<file path="src/rtl/gato_pkg.sv">
// Shared definitions for the tic-tac-toe turn controller: FSM states,
// winner codes and the eight winning line masks of the 3x3 board
// (squares numbered 0..8 row-major).
package gato_pkg;

  typedef enum logic [1:0] {
    ESPERA = 2'd0,
    EVALUA = 2'd1,
    FIN    = 2'd2
  } estado_t;

  typedef enum logic [1:0] {
    NINGUNO = 2'b00,
    P1      = 2'b01,
    P2      = 2'b10,
    EMPATE  = 2'b11
  } ganador_t;

  localparam int unsigned NUM_LINEAS   = 8;
  localparam logic [8:0]  TABLERO_LLENO = 9'h1FF;

  // Index 0..2 rows, 3..5 columns, 6 main diagonal, 7 anti-diagonal.
  localparam logic [NUM_LINEAS-1:0][8:0] LINEAS = {
    9'h054,  // 2,4,6
    9'h111,  // 0,4,8
    9'h124,  // 2,5,8
    9'h092,  // 1,4,7
    9'h049,  // 0,3,6
    9'h1C0,  // 6,7,8
    9'h038,  // 3,4,5
    9'h007   // 0,1,2
  };

  // Square indices 9..15 from the selector do not exist on the board.
  function automatic logic cuadro_valido(input logic [3:0] cuadro);
    return (cuadro <= 4'd8);
  endfunction

endpackage

</file>
<file path="src/rtl/detector_linea.sv">
// Flags whether a 9-bit board owns every square of at least one of the
// eight winning lines. Purely combinational.
module detector_linea
  import gato_pkg::*;
(
  input  logic [8:0] tablero_i,
  output logic       linea_o
);

  // OR-reduce the "line fully covered" test over all eight masks
  always_comb begin
    linea_o = 1'b0;
    for (int i = 0; i < NUM_LINEAS; i++) begin
      if ((tablero_i & LINEAS[i]) == LINEAS[i]) begin
        linea_o = 1'b1;
      end
    end
  end

endmodule

</file>
<file path="src/rtl/controlador_turnos.sv">
// Two-player tic-tac-toe turn controller. A move is accepted in ESPERA,
// judged for one cycle in EVALUA, and the game parks in FIN once someone
// wins or the board fills up.
//
// Optional feature: define TIMEOUT_TURNO_EN to build in the per-turn timer
// (TIEMPO_TURNO cycles of idleness in ESPERA forfeit the turn). Without it
// turno_perdido is constant 0 and TIEMPO_TURNO has no effect.
module controlador_turnos
  import gato_pkg::*;
#(
  parameter int unsigned TIEMPO_TURNO = 50_000_000
) (
  input  logic       clk,
  input  logic       rst_n,
  input  logic       elige,
  input  logic [3:0] cuadro,
  input  logic       reinicio,
  output logic       turno_p1,
  output logic [8:0] tablero_p1,
  output logic [8:0] tablero_p2,
  output logic [1:0] ganador,
  output logic       fin_juego,
  output logic       rechazo,
  output logic       turno_perdido
);

  estado_t    estado_q,  estado_d;
  logic       turno_q,   turno_d;
  logic [8:0] tab1_q,    tab1_d;
  logic [8:0] tab2_q,    tab2_d;
  ganador_t   ganador_q, ganador_d;
  logic       rechazo_q, rechazo_d;

  logic [8:0] ocupado;
  logic [8:0] mascara_cuadro;
  logic [8:0] tablero_mover;
  logic       acepta;
  logic       hay_linea;
  logic       vence;

  // Shifting past bit 8 yields zero, so invalid squares never match.
  assign ocupado        = tab1_q | tab2_q;
  assign mascara_cuadro = 9'b1 << cuadro;
  assign acepta         = elige && cuadro_valido(cuadro) &&
                          ((ocupado & mascara_cuadro) == 9'b0);

  // In EVALUA the board of the player who just moved already holds the
  // new square, and turno_q still names that player.
  assign tablero_mover = turno_q ? tab1_q : tab2_q;

  detector_linea u_detector_linea (
    .tablero_i (tablero_mover),
    .linea_o   (hay_linea)
  );

`ifdef TIMEOUT_TURNO_EN
  localparam int unsigned      CNT_W   = (TIEMPO_TURNO > 1) ? $clog2(TIEMPO_TURNO) : 1;
  localparam logic [CNT_W-1:0] CNT_FIN = CNT_W'(TIEMPO_TURNO - 1);

  logic [CNT_W-1:0] cnt_q, cnt_d;
  logic             perdido_q;

  // A pending elige (even a rejected one) holds off the forfeit.
  assign vence = (estado_q == ESPERA) && !elige && (cnt_q == CNT_FIN);

  // Turn timer: counts ESPERA cycles, saturates at terminal count
  always_comb begin
    cnt_d = cnt_q;
    if (reinicio) begin
      cnt_d = '0;
    end else if (estado_q == ESPERA) begin
      if (acepta || vence) begin
        cnt_d = '0;
      end else if (cnt_q != CNT_FIN) begin
        cnt_d = cnt_q + 1'b1;
      end
    end
  end

  // Timer register and the one-cycle forfeit pulse
  always_ff @(posedge clk or negedge rst_n) begin
    if (!rst_n) begin
      cnt_q     <= '0;
      perdido_q <= 1'b0;
    end else begin
      cnt_q     <= cnt_d;
      perdido_q <= vence && !reinicio;
    end
  end

  assign turno_perdido = perdido_q;
`else
  assign vence         = 1'b0;
  assign turno_perdido = 1'b0;
`endif

  // Next-state and next-output logic of the game FSM
  always_comb begin
    estado_d  = estado_q;
    turno_d   = turno_q;
    tab1_d    = tab1_q;
    tab2_d    = tab2_q;
    ganador_d = ganador_q;
    rechazo_d = 1'b0;

    if (reinicio) begin
      estado_d  = ESPERA;
      turno_d   = 1'b1;
      tab1_d    = 9'b0;
      tab2_d    = 9'b0;
      ganador_d = NINGUNO;
    end else begin
      case (estado_q)
        ESPERA: begin
          if (elige) begin
            if (acepta) begin
              if (turno_q) begin
                tab1_d = tab1_q | mascara_cuadro;
              end else begin
                tab2_d = tab2_q | mascara_cuadro;
              end
              estado_d = EVALUA;
            end else begin
              rechazo_d = 1'b1;
            end
          end else if (vence) begin
            turno_d = ~turno_q;
          end
        end
        EVALUA: begin
          // A line is checked before fullness so a ninth-move win counts.
          if (hay_linea) begin
            ganador_d = turno_q ? P1 : P2;
            estado_d  = FIN;
          end else if (ocupado == TABLERO_LLENO) begin
            ganador_d = EMPATE;
            estado_d  = FIN;
          end else begin
            turno_d  = ~turno_q;
            estado_d = ESPERA;
          end
        end
        FIN: begin
          estado_d = FIN;
        end
        default: begin
          estado_d = ESPERA;
        end
      endcase
    end
  end

  // Game FSM state and registered outputs
  always_ff @(posedge clk or negedge rst_n) begin
    if (!rst_n) begin
      estado_q  <= ESPERA;
      turno_q   <= 1'b1;
      tab1_q    <= 9'b0;
      tab2_q    <= 9'b0;
      ganador_q <= NINGUNO;
      rechazo_q <= 1'b0;
    end else begin
      estado_q  <= estado_d;
      turno_q   <= turno_d;
      tab1_q    <= tab1_d;
      tab2_q    <= tab2_d;
      ganador_q <= ganador_d;
      rechazo_q <= rechazo_d;
    end
  end

  assign turno_p1   = turno_q;
  assign tablero_p1 = tab1_q;
  assign tablero_p2 = tab2_q;
  assign ganador    = ganador_q;
  assign fin_juego  = (estado_q == FIN);
  assign rechazo    = rechazo_q;

endmodule

</file>
<file path="config.mk">
export PLATFORM = sky130hd
export DESIGN_NAME = controlador_turnos
export DESIGN_NICKNAME = d
export VERILOG_FILES = /design/src/rtl/gato_pkg.sv /design/src/rtl/detector_linea.sv /design/src/rtl/controlador_turnos.sv
export SDC_FILE = /design/constraint.sdc
export NUM_CORES = 1
export LEC_CHECK = 0
export ABC_CLOCK_PERIOD_IN_PS = 1500
export CELL_PAD_IN_SITES_DETAIL_PLACEMENT = 0
export CELL_PAD_IN_SITES_GLOBAL_PLACEMENT = 1
export CORE_MARGIN = 5
export CORE_UTILIZATION = 32
export CTS_CLUSTER_SIZE = 8
export DETAILED_ROUTE_END_ITERATION = 16
export GPL_TIMING_DRIVEN = 0
export PLACE_DENSITY_LB_ADDON = 0.12
export SYNTH_ARGS = -nofsm -noshare
export SYNTH_HDL_FRONTEND = slang
export SYNTH_SLANG_ARGS = --single-unit
</file>
<file path="constraint.sdc">
create_clock -name clk -period 1.5 [get_ports clk]
set_clock_uncertainty 0.05 [all_clocks]
set_input_delay 0.3 -clock clk [delete_from_list [all_inputs] [get_ports clk]]
set_output_delay 0.3 -clock clk [all_outputs]
set_load 0.05 [all_outputs]
</file>
## Yosys cells after proc, flatten, opt, wreduce, memory -nomap -nowiden

Index checks and enable logic that the tools add are counted.

- Register bits after elaboration: 24
- Bits of input ports: 8
- Output and inout bits: 24
- Word-level logic and storage cells: 82

- Order comparisons: 1
- Equal/unequal tests: 16
- Shifts and indexed selects: 1
- Muxes and demuxes: 38
- Bitwise logic cells: 5
- Reductions and logical operators: 15

Operators by type and width:

| operator | number |
|---|---|
| $mux W9 | 11 |
| $or A9 B9 Y9 | 3 |
| $eq A3 B3 Y1 const B | 8 |
| $mux W2 | 10 |
| $mux W1 | 16 |
| $reduce_bool A2 Y1 | 5 |
| $and A9 B9 Y9 | 1 |
| $eq A9 B9 Y1 const B | 1 |
| $logic_not A9 Y1 | 1 |
| $shl A1 B4 Y9 const A | 1 |
| $reduce_and A4 Y1 | 2 |
| $ne A2 B2 Y1 const B | 3 |
| $ne A3 B3 Y1 const B | 2 |
| $pmux W2 S3 | 1 |
| $le A4 B4 Y1 const B | 1 |
| $reduce_and A2 Y1 | 2 |
| $reduce_and A3 Y1 | 1 |
| $reduce_bool A3 Y1 | 1 |
| $eq A2 B1 Y1 const B | 1 |
| $eq A2 B2 Y1 const B | 1 |
| $logic_and A1 B1 Y1 | 2 |
| $logic_not A2 Y1 | 1 |
| $not A1 Y1 | 1 |

## Depth between registers and ports, before layout

Gate-level depths: netlist of run 1.

- Depth after elaboration: 13
- Gate-level depth with buffers: 7
- Mapped depth without buffers: 5

## Hierarchy

From an unflattened synthesis of run 1, not the netlist that was laid out.

- Cell total of the unflattened synthesis: 162
- Area total of the unflattened synthesis: 1,472.7 sq um

By module, submodules not included:

| module | instances | cells an instance | area each (sq um) |
|---|---|---|---|
| controlador_turnos | 1 | 155 | 1,417.6 |
| detector_linea | 1 | 7 | 55.1 |

## Worst setup path before layout of run 1

No wires, ideal clock.

- Path type: register to register
- Start: reg tab2_q[4], in the netlist tablero_p2[4]
- End: reg ganador_q[0], in the netlist ganador[0]
- Setup time: 0.104 ns
- Arrival: 1.703 ns
- Slack: -0.356 ns
- Cell stages (with the launch flop): 6
- Buffers on the path: 0
- Path through: dfrtp_1 a22oi_1 o32ai_2 nor2_1 a31o_1 a221oi_1

- Word-level cells in the longest chain between the ends: 12

RTL lines:

| item | line | text |
|---|---|---|
| start: declaration | controlador_turnos.sv:30 | `logic [8:0] tab2_q, tab2_d;` |
| start signal: assignment | controlador_turnos.sv:166 | `tab2_q <= tab2_d;` |
| $mux W9 | controlador_turnos.sv:49 | `assign tablero_mover = turno_q ? tab1_q : tab2_q;` |
| $eq A3 B3 Y1 | detector_linea.sv:14 | `if ((tablero_i & LINEAS[i]) == LINEAS[i]) begin` |
| $mux W1 (7 in a row) | detector_linea.sv:14 |  |
| $mux W2 | controlador_turnos.sv:132 | `if (hay_linea) begin` |
| $mux W2 | controlador_turnos.sv:113 | `case (estado_q)` |
| $mux W2 | controlador_turnos.sv:106 | `if (reinicio) begin` |
| end signal: assignment | controlador_turnos.sv:167 | `ganador_q <= ganador_d;` |
| end: declaration | controlador_turnos.sv:31 | `ganador_t ganador_q, ganador_d;` |

Parallel ways exist; a longest one is shown, timed or not. The select of a mux whose other input is x is not followed.
A chain may end at the register's enable or synchronous reset.

## Worst setup path after layout of run 1

- Start: reg estado_q[0]
- End: reg tab2_q[4], in the netlist tablero_p2[4]

- Word-level cells in the longest chain between the ends: 3

RTL lines:

| item | line | text |
|---|---|---|
| start: declaration | controlador_turnos.sv:27 | `estado_t estado_q, estado_d;` |
| start signal: assignment | controlador_turnos.sv:163 | `estado_q <= estado_d;` |
| $logic_not A2 Y1 | controlador_turnos.sv:113 |  |
| $reduce_bool A2 Y1 (no source line) | n/a |  |
| $reduce_and A4 Y1 (no source line) | n/a |  |

Every way passes these cells.

==> results, run 1 <==
- Once layout is complete, the utilization of the core stands at a little over half.
- In this run the horizontal extent of the chip is about 76 um.
- The number of non-filler instances in the completed layout is 257.
- The number of antenna violations at the first check in global routing is 0.
- The height of the die is about 76 um.
- The share of total power dissipated in the clock network is 29.7%.
- The commonest non-fill, non-tap cell in the layout is sky130_fd_sc_hd__inv_1.
- The via density per instance is about 5.8.
- The run finished, with violations left.
- Static timing analysis puts the maximum clock frequency at 579.0 MHz.
- Pin placement for this block handled 32 I/O pins.
- The area growth from synthesis to layout is 67.39%.
- The final worst setup slack is -0.2272 ns.
- The synthesized design contains 0 enable-type register cells.
- The relative max-transition margin is 24.90%.
- The total via count after detailed routing is 1,491.
- The type of element capturing the critical path is a register.
- The tightest min-delay check is of the input port to register type.
- The clock tree from TritonCTS is built.
- The port buffer count is 28.
- Dividing the detail-routed wire length by the instance count gives about 20 um.
- Across all hold checks on the routed design, the worst slack comes to roughly 0.15 ns.
- The number of nets in the synthesized netlist is 160.
- The placeable core region is ~4300 um^2.
- The checks that failed: negative setup slack.
- The pre-CTS setup slack is -0.7902 ns.
- Row generation in the floorplan step produced 24 rows.
- The async set-reset flop share out of synthesis is 100.0%.
- Clock-pin slew was measured on the worst setup and hold paths at roughly 0.090 ns.
- In this run, synthesis produced a sequential element count of 24.
- The power spent charging and discharging nets is ~420 uW.
- The sequential area share after synthesis is around 43%.
- Of the total power, the share spent switching nets is around 30%.
- The net total in the final layout is 214.
- Synthesis handed over a netlist of approximately 150 instances.
- STA puts the critical path data required time at 1.63 ns.
- The worst setup path is launched from a register.
- The critical path class is register to register.
- The cell area that synthesis handed to floorplanning was 1389 um^2.
- The worst-case clock buffer depth is 2.
- The total power consumption of the routed design is 1376 uW.
- The share of power burned in combinational logic is between 20 and 25%.
- The total count of hold-check failures in the final report is 0.
- The placed instance count is between 200 and 250.
- The worst-margin pin slew is ~1.1 ns.
- The combined global-route utilization of all metal layers is approximately a fifth.
- The time the final worst path needs with I/O delays and setup is about 1.7 ns.
- For this design the static power due to leakage is just over 0.0008 uW.
- The global-route wire length before repair is about 8000 um.
- The mean instance size in the synthesized netlist is ~9.1 um^2.
- The floorplan step defined a die boundary enclosing 5758 um^2.
- The number of filler cells placed in the layout is ~380.
- For the worst setup path, the data arrival time is 1.86 ns.
- The count of routing violations after the opening detailed-route iteration is 77.
- The wire-length estimate of the detail-placed layout is roughly 3200 um.
- The synthesized netlist contains 35 unique library cells.
- Global routing finished with a remaining overflow of 0.
- The layout cell share with drive strength beyond 1 is roughly 65%.
- The master cell of the clock root buffer is sky130_fd_sc_hd__clkbuf_8.
- The total of hold buffers inserted after clock tree synthesis is 0.
- The sequential group share of total power is around half.
- The ratio of final minimum period to clock period is 115.1%.
- In this run the power density over the cells is 592.0 nW/um^2.
- Counting every sink on the clock net gives 24.
- Across the run, the number of max-cap violations was 0.
- The number of max-slew violations in the final report is 0.
- Summed over all layers, the routed wires come to between 5000 and 6000 um.
- The number of antenna cells inserted is 0.
- The CTS buffer count is 3.
- For this run, design rule violations remaining after detail routing come to 0.
- In the layout the commonest cells are sky130_fd_sc_hd__inv_1 (23), sky130_fd_sc_hd__o32ai_2 (21), sky130_fd_sc_hd__dfrtp_2 (17), sky130_fd_sc_hd__buf_4 (16), sky130_fd_sc_hd__buf_6 (13).
- The initial core utilization is about a third.
- The count of H-tree levels built during CTS is 1.
- The length of the first detailed-routing pass in iterations is 4.
- The via count of the first global-routing pass is 1,503.
- Setup repair after global routing could not meet its margin everywhere.
- The internal power is about 960 uW.
- The later pin in the worst-skew pair is clocked with a latency of 0.27 ns.
- The last weighted congestion value of the routability-driven placer is 0.8518.
- The yosys synthesis warning count is 0.
- Entering global routing, the biggest net connects 25 pins.
- Among all flip-flop cells after synthesis, the most frequent one is sky130_fd_sc_hd__dfrtp_1.
- The largest vdd supply drop is 0.4204 mV.
- The largest fanout of any net on the critical path is 4.
- The remaining antenna violation count is 0.
- The number of setup violations in the final report is 24.
-- per-stage QoR --
step / setup TNS (ns) / cell area, um^2
after floorplan: -2.866 / 1436
after global placement: -20.48 / 1782
after detailed placement: -23.51 / 1782
after CTS: -4.126 / 2252
after global routing: -6.017 / 2325
final: -3.994 / 2325
-- critical path, cell delays in order (launching register included) --
cell and delay, ns:
sky130_fd_sc_hd__dfrtp_1 0.42, sky130_fd_sc_hd__or4b_4 0.60, sky130_fd_sc_hd__nor3_4 0.20, sky130_fd_sc_hd__nand2_2 0.12
sky130_fd_sc_hd__o32ai_2 0.25
-- metal layers --
layer  wire length [um]  share of wire [%]  vias to the layer above  track usage (%)
met4                138                2.7                        0            6.990
met5                  0                  0                        -                0
met3                148                2.9                       12            1.847
met1               2300                 45                      778            25.67
li1                   -                  -                      665                -
met2               2478                 49                       36            30.99
-- repair_timing --
action / 4_1_cts / 5_1_grt
cloned: 3 / 0
pin swaps: 30 / 12
buffers inserted: 15 / 3
gates resized for setup: 140 / 40
endpoints found under the setup margin: 64 / 34
-- Yosys cell counts (all sizes together), types with 3 or more instances --
| cell type | instances | area share (%) |
|---|---|---|
| nor3 | 5 | 3.0 |
| dfrtp | 23 | 41 |
| clkbuf | 4 | 1.1 |
| nor2 | 13 | 3.5 |
| a22oi | 8 | 4.3 |
| buf | 8 | 4.8 |
| inv | 23 | 6.2 |
| nand2 | 13 | 3.5 |
| nand4 | 3 | 1.4 |
| o32ai | 22 | 14 |
| nand2b | 3 | 1.4 |
-- registers in the layout, summed over array words and instances (netlist names) --
register,count
ganador,2
turno_p1,1
tablero_p1,9
rechazo,1
tablero_p2,9
estado_q,2
-- cells by family after synthesis --
kind of cell | share of synthesized area (%)
compound gates | 26.22
buf+inv | 12.07
flops | 43.33
mux | 0.7207
other cells | 0.2700
simple gates | 17.39
-- layout make-up --
class                   instances  area, um^2  share of cell area, %
multi-input cells              93       974.7                  41.93
flip-flops and latches         24       623.1                  26.80
repair buffers                 49       430.4                  18.51
plain buffers                  12       100.1                  4.306
inverters                      23       86.33                  3.714
well taps                      52       65.06                  2.799
clock buffers                   4       45.04                  1.938
-- path summary, 6_finish.rpt --
path,start,slack (ns),end,cells after the start
worst max-delay path,estado_q[0],-0.23,tablero_p2[4],4
worst min-delay path,reinicio,0.15,ganador[0],2
worst max register to register,estado_q[0],-0.23,tablero_p2[4],4
worst min register to register,ganador[0],0.49,ganador[0],2
max in group asynchronous,rst_n,0.34,tablero_p2[2],1
min in group asynchronous,rst_n,0.31,tablero_p2[4],1
-- power groups by stage --
stage,clock (uW),combinational (uW),sequential (uW)
2_1_floorplan,0,110,699
3_3_place_gp,0,212,677
3_5_place_dp,0,212,678
4_1_cts,414,284,665
5_1_grt,436,322,667
6_report,408,303,665
Note: power is estimated with default switching activity, not from simulation.
==> run 2, diff against run 1 <==
- CTS_CLUSTER_SIZE: 8 -> 16
- HOLD_SLACK_MARGIN: default -> 0.03
- RECOVER_POWER: default -> 50
==> results, run 2 (synthesis gave the netlist of run 1 again) <==
- The length of the first detailed-routing pass in iterations is 4 (unchanged).
- The layout cell share with drive strength beyond 1 came to 64.88% (-0.49 points).
- The library cell used most frequently in the layout, excluding fill and tap cells, is sky130_fd_sc_hd__inv_1.
- The net total in the final layout was 214 (unchanged).
- The worst-case clock buffer depth was 2 (unchanged).
- The achievable frequency came to 579.0 MHz (about the same).
- The count of H-tree levels built during CTS came to 1 (unchanged).
- The leakage dissipation is 0.0008204 uW (-1.1%).
- The I/O pin count was 32 (unchanged).
- The number of max-slew violations in the final report is 0 (unchanged).
- The port buffer count came to 28 (unchanged).
- The time the final worst path needs with I/O delays and setup was 1.727 ns (+0.000001000 ns).
- The final wirelength came to 5057 um (-0.16%).
- For this design, the slowest cell found on the critical path is sky130_fd_sc_hd__or4b_4.
- The height of the die was 75.88 um (unchanged).
- The placed instance count is 232 (unchanged).
- The clock tree from TritonCTS is built.
- The worst hold slack was 0.1533 ns (-0.000002000 ns).
- The master cell of the clock root buffer is sky130_fd_sc_hd__clkbuf_8.
- The placeable core region was 4294 um^2 (unchanged).
- The final worst setup slack is -0.2272 ns (-0.000001000 ns).
- The row count is 24 (unchanged).
- The combined global-route utilization of all metal layers came to 18.89% (unchanged).
- The half-perimeter wire length after detailed placement is 3225 um (unchanged).
- Setup repair after global routing could not meet its margin everywhere.
- The initial core utilization is 32.34% (unchanged).
- The count of maximum capacitance violations was 0 (unchanged).
- The via density per instance came to 5.802 (unchanged).
- The flow ran to the end, but the final reports show violations.
- The worst path arrival time came to 1.86 ns (about the same).
- The ratio of final minimum period to clock period is 115.1% (about the same).
- Traced cell by cell, the critical path runs through or4b_4, nor3_4, nand2_2, o32ai_2.
- The clock edge transition at the registers on the reported setup and hold paths came to 0.09 ns (about the same).
- The DRC violation count after routing is 0 (unchanged).
- The die width is 75.88 um (unchanged).
- The count of routing violations after the opening detailed-route iteration is 77 (unchanged).
- The path class of the lowest-slack min-delay path is input port to register.
- The overall die area was 5758 um^2 (unchanged).
- The setup path with the least slack is of type register to register.
- The worst-margin pin slew is 1.358 ns (+0.2315 ns).
- The number of antenna cells inserted is 0 (unchanged).
- The global-route wire length before repair is 8004 um (unchanged).
- The average routed wire per standard cell is 19.68 um (-0.16%).
- The relative max-transition margin was 9.469% (-15 points).
- STA classifies the critical path endpoint as a register.
- The via count of the first global-routing pass is 1,503 (unchanged).
- The number of clock sinks is 24 (unchanged).
- The remaining antenna violation count is 0 (unchanged).
- The last weighted congestion value of the routability-driven placer is 0.8518 (unchanged).
- The biggest cell delay along the critical path is 0.60 ns (about the same).
- The total of hold buffers inserted after clock tree synthesis is 0 (unchanged).
- The sum of overflow across all layers after global routing is 0 (unchanged).
- The area growth from synthesis to layout is 66.94%.
- The largest vdd supply drop came to 0.4204 mV (about the same).
- The number of setup violations in the final report is 24 (unchanged).
- The pin count of the biggest net entering global routing came to 25 (unchanged).
- The CTS buffer count is 3 (unchanged).
- The latest clock arrival within the worst-skew pair is 0.27 ns (about the same).
- The pre-CTS setup slack came to -0.7902 ns (unchanged).
- The total via count after detailed routing was 1,491 (unchanged).
- In the layout the commonest cells are sky130_fd_sc_hd__inv_1 (23), sky130_fd_sc_hd__o32ai_2 (21), sky130_fd_sc_hd__buf_4 (16), sky130_fd_sc_hd__dfrtp_2 (16), sky130_fd_sc_hd__buf_6 (13).
- The final reports fail on negative setup slack.
- The required time of the worst setup path came to 1.63 ns (about the same).
- The number of antenna violations at the first check in global routing was 0 (unchanged).
- The power density over the cells is 593.3 nW/um^2 (+0.21%).
- The worst setup path is launched from a register.
- The number of filler cells placed in the layout was 386 (+0.52%).
- The number of non-filler instances in the completed layout is 257 (unchanged).
- The total count of hold-check failures in the final report is 0 (unchanged).
- The largest fanout of any net on the critical path is 4 (unchanged).
run 2: changes by cell type in the layout (fill, tap and decap cells not counted), sizes merged:
cell,previous run,this run
buf,40,33
dlygate4sd2,3,2
clkbuf,10,18
run 2: path summary, 6_finish.rpt:
path                       cells after the start            end  slack [ns]        start
setup / recovery                               4  tablero_p2[4]       -0.23  estado_q[0]
hold / removal                                 2     ganador[0]        0.15     reinicio
setup reg to reg                               4  tablero_p2[4]       -0.23  estado_q[0]
hold reg to reg                                2     ganador[0]        0.49   ganador[0]
max in group asynchronous                      1  tablero_p2[2]        0.24        rst_n
min in group asynchronous                      1  tablero_p2[4]        0.27        rst_n
run 2: layout make-up:
class	instances	area, um^2	share of cell area, %
clock buffer	4	45.04	1.943
inverter	23	86.33	3.724
tap	52	65.06	2.806
sequential	24	621.8	26.82
timing repair buffer	49	425.4	18.35
multi-input combinational	93	974.7	42.04
buffer	12	100.1	4.317
run 2: critical path, delay by kind of cell (launching register included):
kind,cells,cell delay [ns]
and+or+nand+nor,3,0.92
DFF,1,0.42
AOI/OAI and AO/OA,1,0.25
run 2: power by group:
group          internal [uW]  total, uW  switching (uW)
combinational            110        302             191
clock                    190        408             218
sequential               656        665            9.68
total                    956       1380             419
run 2: metrics by stage:
| stage | TNS, ns | total power, uW | utilization, % | cell area (um^2) |
|---|---|---|---|---|
| detailed placement | -23.51 | 889.6 | 41.49 | 1782 |
| global placement | -20.48 | 889.2 | 41.49 | 1782 |
| global route | -8.789 | 1423 | 53.99 | 2318 |
| finish | -4.003 | 1375 | 53.99 | 2318 |
| CTS | -4.126 | 1363 | 52.45 | 2252 |
| floorplan | -2.866 | 809.4 | - | 1436 |
run 2: what timing repair did:
action | CTS | global route
cloned | 3 | 0
resized for setup | 140 | 40
setup buffers | 15 | 3
endpoints found under the setup margin | 64 | 34
pin swaps | 30 | 12
run 2: layer usage:
layer / vias to the layer above / track usage [%] / routed length, um
li1: 665 / - / -
met1: 778 / 25.67 / 2280
met2: 36 / 30.99 / 2479
met3: 12 / 1.847 / 160
met5: - / 0 / 0
met4: 0 / 6.990 / 138
==> run 3, diff against run 2 <==
- CAP_MARGIN: default -> 20
==> results, run 3 (synthesis gave the netlist of run 1 again) <==
- The setup slack on the worst flop-to-flop path came to -0.24 ns (about the same).
- The area growth from synthesis to layout is 71.35%.
- Setup repair after global routing could not meet its margin everywhere.
- The latest clock arrival within the worst-skew pair is 0.27 ns (about the same).
- The number of setup violations in the final report was 25 (+4.2%).
- The worst hold path belongs to the class input port to async pin.
- The DRC violation count after routing was 0 (unchanged).
- The remaining antenna violation count is 0 (unchanged).
- The endpoint of the worst register-to-register path is tablero_p1[8].
- The pin count of the biggest net entering global routing came to 25 (unchanged).
- The average routed wire per standard cell is 19.80 um (+0.62%).
- The count of H-tree levels built during CTS came to 1 (unchanged).
- The port buffer count was 28 (unchanged).
- The total count of hold-check failures in the final report is 0 (unchanged).
- The achievable frequency is 576.3 MHz (-0.46%).
- The initial core utilization is 32.34% (unchanged).
- The last weighted congestion value of the routability-driven placer is 0.8518 (unchanged).
- The count of maximum capacitance violations is 0 (unchanged).
- The number of clock sinks came to 24 (unchanged).
- The sequential group share of total power is 47.8% (-0.6 points).
- The length of the first detailed-routing pass in iterations came to 4 (unchanged).
- The die width is 75.88 um (unchanged).
- The final reports fail on negative setup slack.
- The worst setup path is launched from a register.
- The worst-margin pin slew is 0.9158 ns (-0.4421 ns).
- The total of hold buffers inserted after clock tree synthesis came to 0 (unchanged).
- The via density per instance was 5.753 (-0.84%).
- The ratio of final minimum period to clock period came to 115.7% (+0.54 points).
- The row count is 24 (unchanged).
- The largest vdd supply drop is 0.4381 mV (+4.2%).
- The layout cell share with drive strength beyond 1 is 65.22% (+0.34 points).
- The cell depth of the worst flop-to-flop path is 4 (unchanged).
- The I/O pin count is 32 (unchanged).
- The critical path class is register to register.
- The relative max-transition margin is 38.95% (+29 points).
- The height of the die is 75.88 um (unchanged).
- The share of power burned in combinational logic was 22.7% (+0.8 points).
- The number of antenna violations at the first check in global routing is 0 (unchanged).
- The half-perimeter wire length after detailed placement is 3225 um (unchanged).
- The largest fanout of any net on the critical path is 4 (unchanged).
- The power spent charging and discharging nets is 429.3 uW (+2.4%).
- The endpoint of the most critical setup path is tablero_p1[8].
- The number of antenna cells inserted is 0 (unchanged).
- The number of max-slew violations in the final report was 0 (unchanged).
- STA classifies the critical path endpoint as a register.
- The switching power share of the total is 30.83% (+0.36 points).
- The pre-CTS setup slack is -0.7902 ns (unchanged).
- The sum of overflow across all layers after global routing is 0 (unchanged).
- The power density over the cells was 585.2 nW/um^2 (-1.4%).
- In the layout the commonest cells are sky130_fd_sc_hd__inv_1 (23), sky130_fd_sc_hd__o32ai_2 (19), sky130_fd_sc_hd__dfrtp_2 (17), sky130_fd_sc_hd__buf_4 (16), sky130_fd_sc_hd__buf_6 (13).
- The worst path arrival time is 1.88 ns (+0.02 ns).
- The combined global-route utilization of all metal layers is 18.89% (unchanged).
- The startpoint identified for the worst register-to-register timing path is estado_q[0].
- The count of routing violations after the opening detailed-route iteration is 118 (+53%).
- The utilization after layout is 55.42% (+1.4 points).
- The placeable core region is 4294 um^2 (unchanged).
- The global-route wire length before repair is 8004 um (unchanged).
- The clock tree from TritonCTS is built.
- The final wirelength is 5128 um (+1.4%).
- The final worst setup slack was -0.2353 ns (-0.008031 ns).
- The via count of the first global-routing pass was 1,503 (unchanged).
- The required time of the worst setup path was 1.64 ns (about the same).
- The CTS buffer count is 3 (unchanged).
- The net total in the final layout is 216 (+0.93%).
- The clock edge transition at the registers on the reported setup and hold paths is 0.09 ns (about the same).
- The relative contribution of the clock network to total power was 29.6% (about the same).
- The internal power is 963.3 uW (+0.73%).
- The run finished, with violations left.
- The most critical setup path has its startpoint at estado_q[0].
- The worst-case clock buffer depth is 2 (unchanged).
- The time the final worst path needs with I/O delays and setup is 1.735 ns (+0.008031 ns).
- The commonest non-fill, non-tap cell in the layout is sky130_fd_sc_hd__inv_1.
- The overall die area came to 5758 um^2 (unchanged).
- The cell sitting at the root of the clock tree is a sky130_fd_sc_hd__clkbuf_8.
- The leakage dissipation is 0.0008621 uW (+5.1%).
- The total via count after detailed routing is 1,490 (-0.067%).
## run 3: worst min path at each step
| stage | endpoint | slack, ns | depth (start not counted) | start |
|---|---|---|---|---|
| 3_3_place_gp | ganador[0] | 0.43 | 2 | reinicio |
| 5_1_grt | tablero_p1[8] | 0.03 | 1 | rst_n |
| 3_5_place_dp | ganador[0] | 0.43 | 2 | reinicio |
| 2_1_floorplan | estado_q[0] | -0.05 | 0 | rst_n |
| 6_report | tablero_p1[0] | 0.005 | 1 | rst_n |
| 4_1_cts | ganador[0] | 0.14 | 2 | reinicio |
## run 3: repair_timing
| action | in CTS | in global routing |
|---|---|---|
| resized for setup | 140 | 45 |
| endpoints found under the hold margin | 0 | 0 |
| gates cloned | 3 | 0 |
| endpoints found under the setup margin | 64 | 34 |
| buffers inserted | 15 | 4 |
| pin swaps | 30 | 14 |
## run 3: metrics by stage
stage | instances | hold WS, ns | cell area (um^2) | TNS (ns) | total power, uW
6_report | 259 | 0.004962 | 2380 | -4.125 | 1393
5_1_grt | 259 | 0.03242 | 2380 | -6.019 | 1436
4_1_cts | 254 | 0.1429 | 2252 | -4.126 | 1363
3_5_place_dp | 232 | 0.4350 | 1782 | -23.51 | 889.6
3_3_place_gp | 232 | 0.4316 | 1782 | -20.48 | 889.2
2_1_floorplan | 152 | -0.04559 | 1436 | -2.866 | 809.4
## run 3: routing by layer
metal	wire length [um]	GRT usage (%)	share of wire [%]	vias up
met1	2278	25.67	44	771
met4	99	6.990	1.9	0
met3	213	1.847	4.2	10
li1	-	-	-	668
met5	0	0	0	-
met2	2536	30.99	49	41
## run 3: power groups by stage
stage          clock (uW)  sequential (uW)  combinational (uW)
3_5_place_dp            0              678                 212
3_3_place_gp            0              677                 212
5_1_grt               435              667                 334
2_1_floorplan           0              699                 110
6_report              412              666                 315
4_1_cts               414              665                 284
## run 3: cell type report
| class | count | area, um^2 |
|---|---|---|
| Fill cell | 389 | 1914 |
| Multi-Input combinational cell | 93 | 1002 |
| Sequential cell | 24 | 623.1 |
| Timing Repair Buffer | 51 | 457.9 |
| Buffer | 12 | 100.1 |
| Inverter | 23 | 86.33 |
| Tap cell | 52 | 65.06 |
| Clock buffer | 4 | 45.04 |
## run 3: worst max-delay path, stage by stage, from the launching register on
cell,delay (ns)
sky130_fd_sc_hd__dfrtp_1,0.42
sky130_fd_sc_hd__or4b_4,0.60
sky130_fd_sc_hd__nor3_4,0.21
sky130_fd_sc_hd__nand2_1,0.13
sky130_fd_sc_hd__o32ai_2,0.24
